`src/rtl/por_reset_seq.sv`:
```
// por_reset_seq: power-on / external / software / watchdog reset sequencer.
// Holds all reset domains asserted for one stage, then releases them one
// at a time (bit 0 first), one stage apart, and reports the last reset cause.
module por_reset_seq #(
    parameter int N_DOMAINS       = 3,
    parameter int STAGE_CYCLES    = 10000,
    parameter int DEBOUNCE_CYCLES = 16,
    parameter int WDT_CYCLES      = 12000000
) (
    input  logic                 clk,
    input  logic                 rst,
    input  logic                 ext_rst_n,
    input  logic                 sw_rst_req,
    input  logic                 wdt_en,
    input  logic                 wdt_kick,
    output logic [N_DOMAINS-1:0] rst_out,
    output logic                 ready,
    output logic [1:0]           cause
);
    localparam int CNT_W = $clog2(STAGE_CYCLES);
    localparam int DEB_W = $clog2(DEBOUNCE_CYCLES + 1);
    localparam int WDT_W = $clog2(WDT_CYCLES);

    localparam logic [CNT_W-1:0] STAGE_LAST = CNT_W'(STAGE_CYCLES - 1);
    localparam logic [DEB_W-1:0] DEB_LAST   = DEB_W'(DEBOUNCE_CYCLES - 1);
    localparam logic [WDT_W-1:0] WDT_LAST   = WDT_W'(WDT_CYCLES - 1);
    localparam logic [2:0]       K_LAST     = 3'(N_DOMAINS - 1);

    localparam logic [1:0] CAUSE_POR = 2'b00;
    localparam logic [1:0] CAUSE_EXT = 2'b01;
    localparam logic [1:0] CAUSE_SW  = 2'b10;
    localparam logic [1:0] CAUSE_WDT = 2'b11;

    typedef enum logic [1:0] {
        ST_ASSERT  = 2'd0,
        ST_RELEASE = 2'd1,
        ST_RUN     = 2'd2
    } state_t;

    state_t               r_state;
    logic [CNT_W-1:0]     r_cnt;
    logic [2:0]           r_k;
    logic [N_DOMAINS-1:0] r_rst_out;
    logic                 r_ready;
    logic [1:0]           r_cause;

    state_t               w_state_next;
    logic [CNT_W-1:0]     w_cnt_next;
    logic [2:0]           w_k_next;
    logic [N_DOMAINS-1:0] w_rst_out_next;
    logic                 w_ready_next;
    logic [1:0]           w_cause_next;

    logic                 r_sync1;
    logic                 r_sync2;
    logic [DEB_W-1:0]     r_deb_cnt;
    logic [WDT_W-1:0]     r_wdt_cnt;

    logic                 w_ext_trig;
    logic                 w_wdt_trig;
    logic                 w_trig;
    logic                 w_stage_done;
    logic [2:0]           w_rel_idx;
    logic [N_DOMAINS-1:0] w_rel_mask;

    // Two-flop synchroniser for the asynchronous reset button (idles high).
    always_ff @(posedge clk) begin
        if (rst) begin
            r_sync1 <= 1'b1;
            r_sync2 <= 1'b1;
        end else begin
            r_sync1 <= ext_rst_n;
            r_sync2 <= r_sync1;
        end
    end

    // Count consecutive synced-low samples, saturating; any high sample restarts.
    always_ff @(posedge clk) begin
        if (rst || r_sync2) begin
            r_deb_cnt <= '0;
        end else if (r_deb_cnt != DEB_LAST) begin
            r_deb_cnt <= r_deb_cnt + DEB_W'(1);
        end
    end

    // The current low sample plus DEBOUNCE_CYCLES-1 earlier ones qualify the button.
    assign w_ext_trig = !r_sync2 && (r_deb_cnt == DEB_LAST);

    // Watchdog only runs while the system is up and enabled; kicks restart it.
    always_ff @(posedge clk) begin
        if (rst || w_trig || (r_state != ST_RUN) || !wdt_en || wdt_kick) begin
            r_wdt_cnt <= '0;
        end else begin
            r_wdt_cnt <= r_wdt_cnt + WDT_W'(1);
        end
    end

    assign w_wdt_trig   = (r_state == ST_RUN) && wdt_en && (r_wdt_cnt == WDT_LAST);
    assign w_trig       = w_ext_trig || w_wdt_trig || sw_rst_req;
    assign w_stage_done = (r_cnt == STAGE_LAST);

    // Index of the domain released at the end of the current stage.
    assign w_rel_idx = (r_state == ST_ASSERT) ? 3'd0 : (r_k + 3'd1);

    for (genvar gi = 0; gi < N_DOMAINS; gi++) begin : g_rel_mask
        assign w_rel_mask[gi] = (w_rel_idx == 3'(gi));
    end

    // Sequencer state and registered outputs.
    always_ff @(posedge clk) begin
        if (rst) begin
            r_state   <= ST_ASSERT;
            r_cnt     <= '0;
            r_k       <= 3'd0;
            r_rst_out <= '1;
            r_ready   <= 1'b0;
            r_cause   <= CAUSE_POR;
        end else begin
            r_state   <= w_state_next;
            r_cnt     <= w_cnt_next;
            r_k       <= w_k_next;
            r_rst_out <= w_rst_out_next;
            r_ready   <= w_ready_next;
            r_cause   <= w_cause_next;
        end
    end

    // Next-state: triggers restart everything; otherwise step through stages.
    always_comb begin
        w_state_next   = r_state;
        w_cnt_next     = r_cnt;
        w_k_next       = r_k;
        w_rst_out_next = r_rst_out;
        w_ready_next   = r_ready;
        w_cause_next   = r_cause;

        if (w_trig) begin
            w_state_next   = ST_ASSERT;
            w_cnt_next     = '0;
            w_k_next       = 3'd0;
            w_rst_out_next = '1;
            w_ready_next   = 1'b0;
            if (w_ext_trig) begin
                w_cause_next = CAUSE_EXT;
            end else if (w_wdt_trig) begin
                w_cause_next = CAUSE_WDT;
            end else begin
                w_cause_next = CAUSE_SW;
            end
        end else begin
            case (r_state)
                ST_ASSERT, ST_RELEASE: begin
                    if (w_stage_done) begin
                        w_cnt_next     = '0;
                        w_k_next       = w_rel_idx;
                        w_rst_out_next = r_rst_out & ~w_rel_mask;
                        if (w_rel_idx == K_LAST) begin
                            w_state_next = ST_RUN;
                            w_ready_next = 1'b1;
                        end else begin
                            w_state_next = ST_RELEASE;
                        end
                    end else begin
                        w_cnt_next = r_cnt + CNT_W'(1);
                    end
                end
                default: begin
                    w_state_next = ST_RUN;
                end
            endcase
        end
    end

    assign rst_out = r_rst_out;
    assign ready   = r_ready;
    assign cause   = r_cause;

endmodule

```
`config.mk`:
```
export PLATFORM = sky130hd
export DESIGN_NAME = por_reset_seq
export DESIGN_NICKNAME = d
export VERILOG_FILES = /design/src/rtl/por_reset_seq.sv
export SDC_FILE = /design/constraint.sdc
export NUM_CORES = 1
export LEC_CHECK = 0
export CAP_MARGIN = 20
export CORE_ASPECT_RATIO = 0.9
export CORE_MARGIN = 5
export CORE_UTILIZATION = 60
export CTS_BUF_LIST = sky130_fd_sc_hd__clkbuf_16
export DETAILED_ROUTE_END_ITERATION = 10
export PLACE_DENSITY = 0.78
export SYNTH_ARGS = -nofsm -noshare
export SYNTH_HDL_FRONTEND = slang
export SYNTH_SLANG_ARGS = --single-unit
```
`constraint.sdc`:
```
create_clock -name clk -period 5.3 [get_ports clk]
set_input_delay 0.53 -clock clk [delete_from_list [all_inputs] [get_ports clk]]
set_output_delay 0.53 -clock clk [all_outputs]
set_load 0.02 [all_outputs]
```
==> impl_metrics.csv <==
group,metric,value,unit
run_status,status,"completed",
synthesis,main_combinational_cell_family_by_area_after_synthesis,"simple AND/OR/NAND/NOR gates",
routing,drt-vias-per-instance,5.43,
sta,transition_time_of_the_tightest_slew_check_pin,837,ps
clock_tree,cts.hold.buffers_added,0,
synthesis,yosysTopAreaCellShare,45.3,%
global_route,gr-total-overflow,0,
synthesis,leading_cell_types_by_total_area_after_synthesis,"dfxtp_1 (45%), xor2_1 (9.2%), nor2_1 (8.6%), xnor2_1 (3.9%), nand2_1 (3.5%)",
global_route,wire_length_of_the_first_global_routing_pass,7330,µm
clock_tree,master_cell_of_the_clock_root_buffer,"clkbuf_16",
clock_tree,number_of_h_tree_branching_levels,2,
die,boundaryPins,12,
pwr,vdd_ir_drop_max,0.195,mV
setup_path,data_required_critical_path,5530,ps
pwr,power.net_switching,0.160,mW
sta,slew_headroom,43.8,%
die,floorplan.rows,22,
sta,max_clock_freq,452,MHz
routing,dr_total_vias,1846,
pwr,cellPowerDensity,279,nW/µm²
finish,post_route_cells_drive_above_1_share,6.85,%
synthesis,yosys.cell_types.count,44,
setup_path,critical-path-top-delay-family,"simple AND/OR/NAND/NOR gates",
pwr,p_int,0.606,mW
clock_tree,clock_latency,300,ps
setup_path,slowest_delay,430,ps
clock_tree,cts-buffers-inserted,5,
finish,nNetsFinal,302,
pwr,power.sequential.fraction,55.4,%
routing,drtIter0Drc,104,
setup_path,criticalPathCategory,"flip-flop to flip-flop",
clock_tree,cts.sinks,56,
flow_run,cap_violations,0,
pwr,leakagePower,0.916,nW
synthesis,synth.largest_area_cell,"dfxtp_1",
synthesis,syn-num-nets,291,
sta,finClkSkew,5.67,ps
sta,count_of_endpoints_failing_setup_in_the_final_report,0,
routing,detail_route.wirelength,4120,µm
synthesis,avgSynthCellArea,8.84,µm²
synthesis,syn-cell-area,2480,µm²
setup_path,worstSetupStartpointType,"flip-flop",
clock_tree,cts_resized,0,
setup_path,timing.critical_path.fanout_max,11,
pwr,netSwitchingFraction,20.9,%
finish,antenna_cells,0,
setup_path,critPathArrivalTime,2440,ps
synthesis,syn-instance-count,280,
die,initial_utilization,61.2,%
clock_tree,path_clk_slew,70,ps
setup_path,timing.critical_path.slowest_stage_cell,"nor3_2",
routing,antenna_violating_nets_post_route,0,
global_route,antenna_found_initial,0,
setup_path,critical_path.n_buffers_inverters,0,
place,place.gp.congestion,0.798,
synthesis,xor_xnor_cell_area_share_of_the_yosys_netlist,13.1,%
place,dp.final_hpwl,2910,µm
setup_path,worst_setup_path_end_kind,"flip-flop",
routing,detail_route.first_pass.iterations,4,
synthesis,flop_and_latch_count_out_of_synthesis,56,
global_route,grt_start_max_net_pins,20,
synthesis,synth_compound_gate_area_share,4.45,%
die,die_area,5510,µm²
clock_tree,clock_tree.buffer_depth,2,
sta,final_hold_viol_count,0,
sta,min_period,2210,ps
sta,final_min_period_over_clock_period,41.7,%
clock_tree,cts_tree,"yes",
pwr,clockPowerShare,42.7,%
pwr,combinationalPowerShare,1.9,%
setup_path,cell_by_cell_trace_of_the_critical_path,"ha_1 -> and3_1 -> ha_1 -> nor2b_1 -> nor3_2 -> nand3_2 -> nor2_1",
synthesis,yosysSeqAreaShare,45.3,%
synthesis,ys_top_cells_by_count,"nor2_1 (57), dfxtp_1 (56), xor2_1 (26)",
global_route,grt.total_usage,16.3,%
synthesis,synth.mux.area_fraction,0.404,%
die,die_y,70.9,µm
synthesis,ys_async_sr_fraction,0,%
sta,setup_tns,0,ps
synthesis,synth_edf_count,0,
finish,finalInstanceArea,2750,µm²
sta,grt_setup_unrepaired,"no",
setup_path,path_common_cell,"ha_1",
synthesis,most_used_flip_flop_cell_after_synthesis,"dfxtp_1",
place,placed_cell_area,2600,µm²
synthesis,most_instantiated_library_cell_after_synthesis,"nor2_1",
sta,maxSlewViolCount,0,
min_path,timing.hold.worst.class,"flip-flop to flip-flop",
synthesis,yosys.area_share.simple,31.4,%
place,io_buffer_count,11,
clock_tree,postCtsSetupRepairBufs,0,
synthesis,yosys_warnings,0,
die,die_x,77.7,µm
global_route,grt_pass1_vias,1757,
finish,area.growth.synth_to_final,10.9,%
routing,drt_drc_violations_left,0,
synthesis,synth_adder_area_share,2.53,%
die,floorplan.core_area,4050,µm²
routing,wire_per_inst,12.1,µm
[layout make-up]
cell class              instances  area [µm²]
multi-input cells             211        1280
inverters                       6        22.5
well taps                      48        60.1
fillers                       332        1300
clock inverters                 3        23.8
clock buffers                   5         125
repair buffers                 11         110
flip-flops and latches         56        1120
[placed cells by master, fill, tap and decap left out, types with 2 or more instances in the layout]
cell type        synthesis  routed
and3_2                   2       2
clkinvlp_4               0       2
nand2_1                 23      23
xnor2_1                 11      11
ha_1                     5       5
clkbuf_16                0       5
nor4bb_1                 2       2
or4_1                    2       2
or3_1                    3       3
clkdlybuf4s50_1          0      11
or2_2                    3       3
o21ai_0                  3       3
nand4_1                 10      10
xor2_1                  26      26
nor4_1                   2       2
inv_1                    6       6
nand4b_1                 6       6
dfxtp_1                 56      56
nor2b_1                  4       4
nor2_1                  57      57
and3_1                   2       2
nor3_1                   4       4
nand3_1                 16      16
a21oi_1                 11      11
[state kept, by name (all words and copies together), names as in the netlist]
| signal | cells |
|---|---|
| r_wdt_cnt | 24 |
| r_cnt | 14 |
| r_deb_cnt | 5 |
| r_k | 3 |
| rst_out | 3 |
| cause | 2 |
| r_state | 2 |
| r_sync1 | 1 |
| r_sync2 | 1 |
| ready | 1 |
[metrics by stage]
stage | utilization, % | worst slack, ps | hold slack (ps) | total power, mW | instances
floorplan | - | 3240 | 389 | 0.441 | 280
global placement | 64.2 | 3100 | 392 | 0.448 | 332
detailed placement | 64.2 | 3050 | 393 | 0.448 | 332
CTS | 67.9 | 3080 | 411 | 0.772 | 340
global route | 67.9 | 2940 | 428 | 0.792 | 340
finish | 67.9 | 3090 | 410 | 0.765 | 340
[power groups by stage]
stage / Clock (mW) / Combinational [mW] / Sequential, mW
after floorplan: 0 / 0.00715 / 0.434
after global placement: 0 / 0.0141 / 0.434
after detailed placement: 0 / 0.0145 / 0.434
after CTS: 0.333 / 0.0145 / 0.424
after global routing: 0.352 / 0.0157 / 0.424
final: 0.327 / 0.0143 / 0.424
[final timing paths]
kind                                   start       end  slack, ps  cells past startpoint
worst max-delay path            r_deb_cnt[0]  r_cnt[3]       3090                      7
worst min-delay path                 r_sync1   r_sync2        410                      1
worst min register to register       r_sync1   r_sync2        410                      1
worst max register to register  r_deb_cnt[0]  r_cnt[3]       3090                      7
[per-layer routing]
metal / part of all wire (%) / global-route usage (%) / up-vias
met5: 0 / 0 / -
li1: - / - / 976
met2: 45 / 25.9 / 20
met3: 3.6 / 6.11 / 7
met4: 1.7 / 6.11 / 0
met1: 50 / 20.1 / 843
[cell families (layout without fill, tap and decap cells)]
logic type | after synthesis | count (layout)
muxes | 1 | 1
and+or+nand+nor | 149 | 149
AOI/OAI and AO/OA | 19 | 19
buffers and inverters | 13 | 25
adders and majority gates | 5 | 5
xor gates and xnor gates | 37 | 37
DFF | 56 | 56
Note: power is estimated with default switching activity, not from simulation.
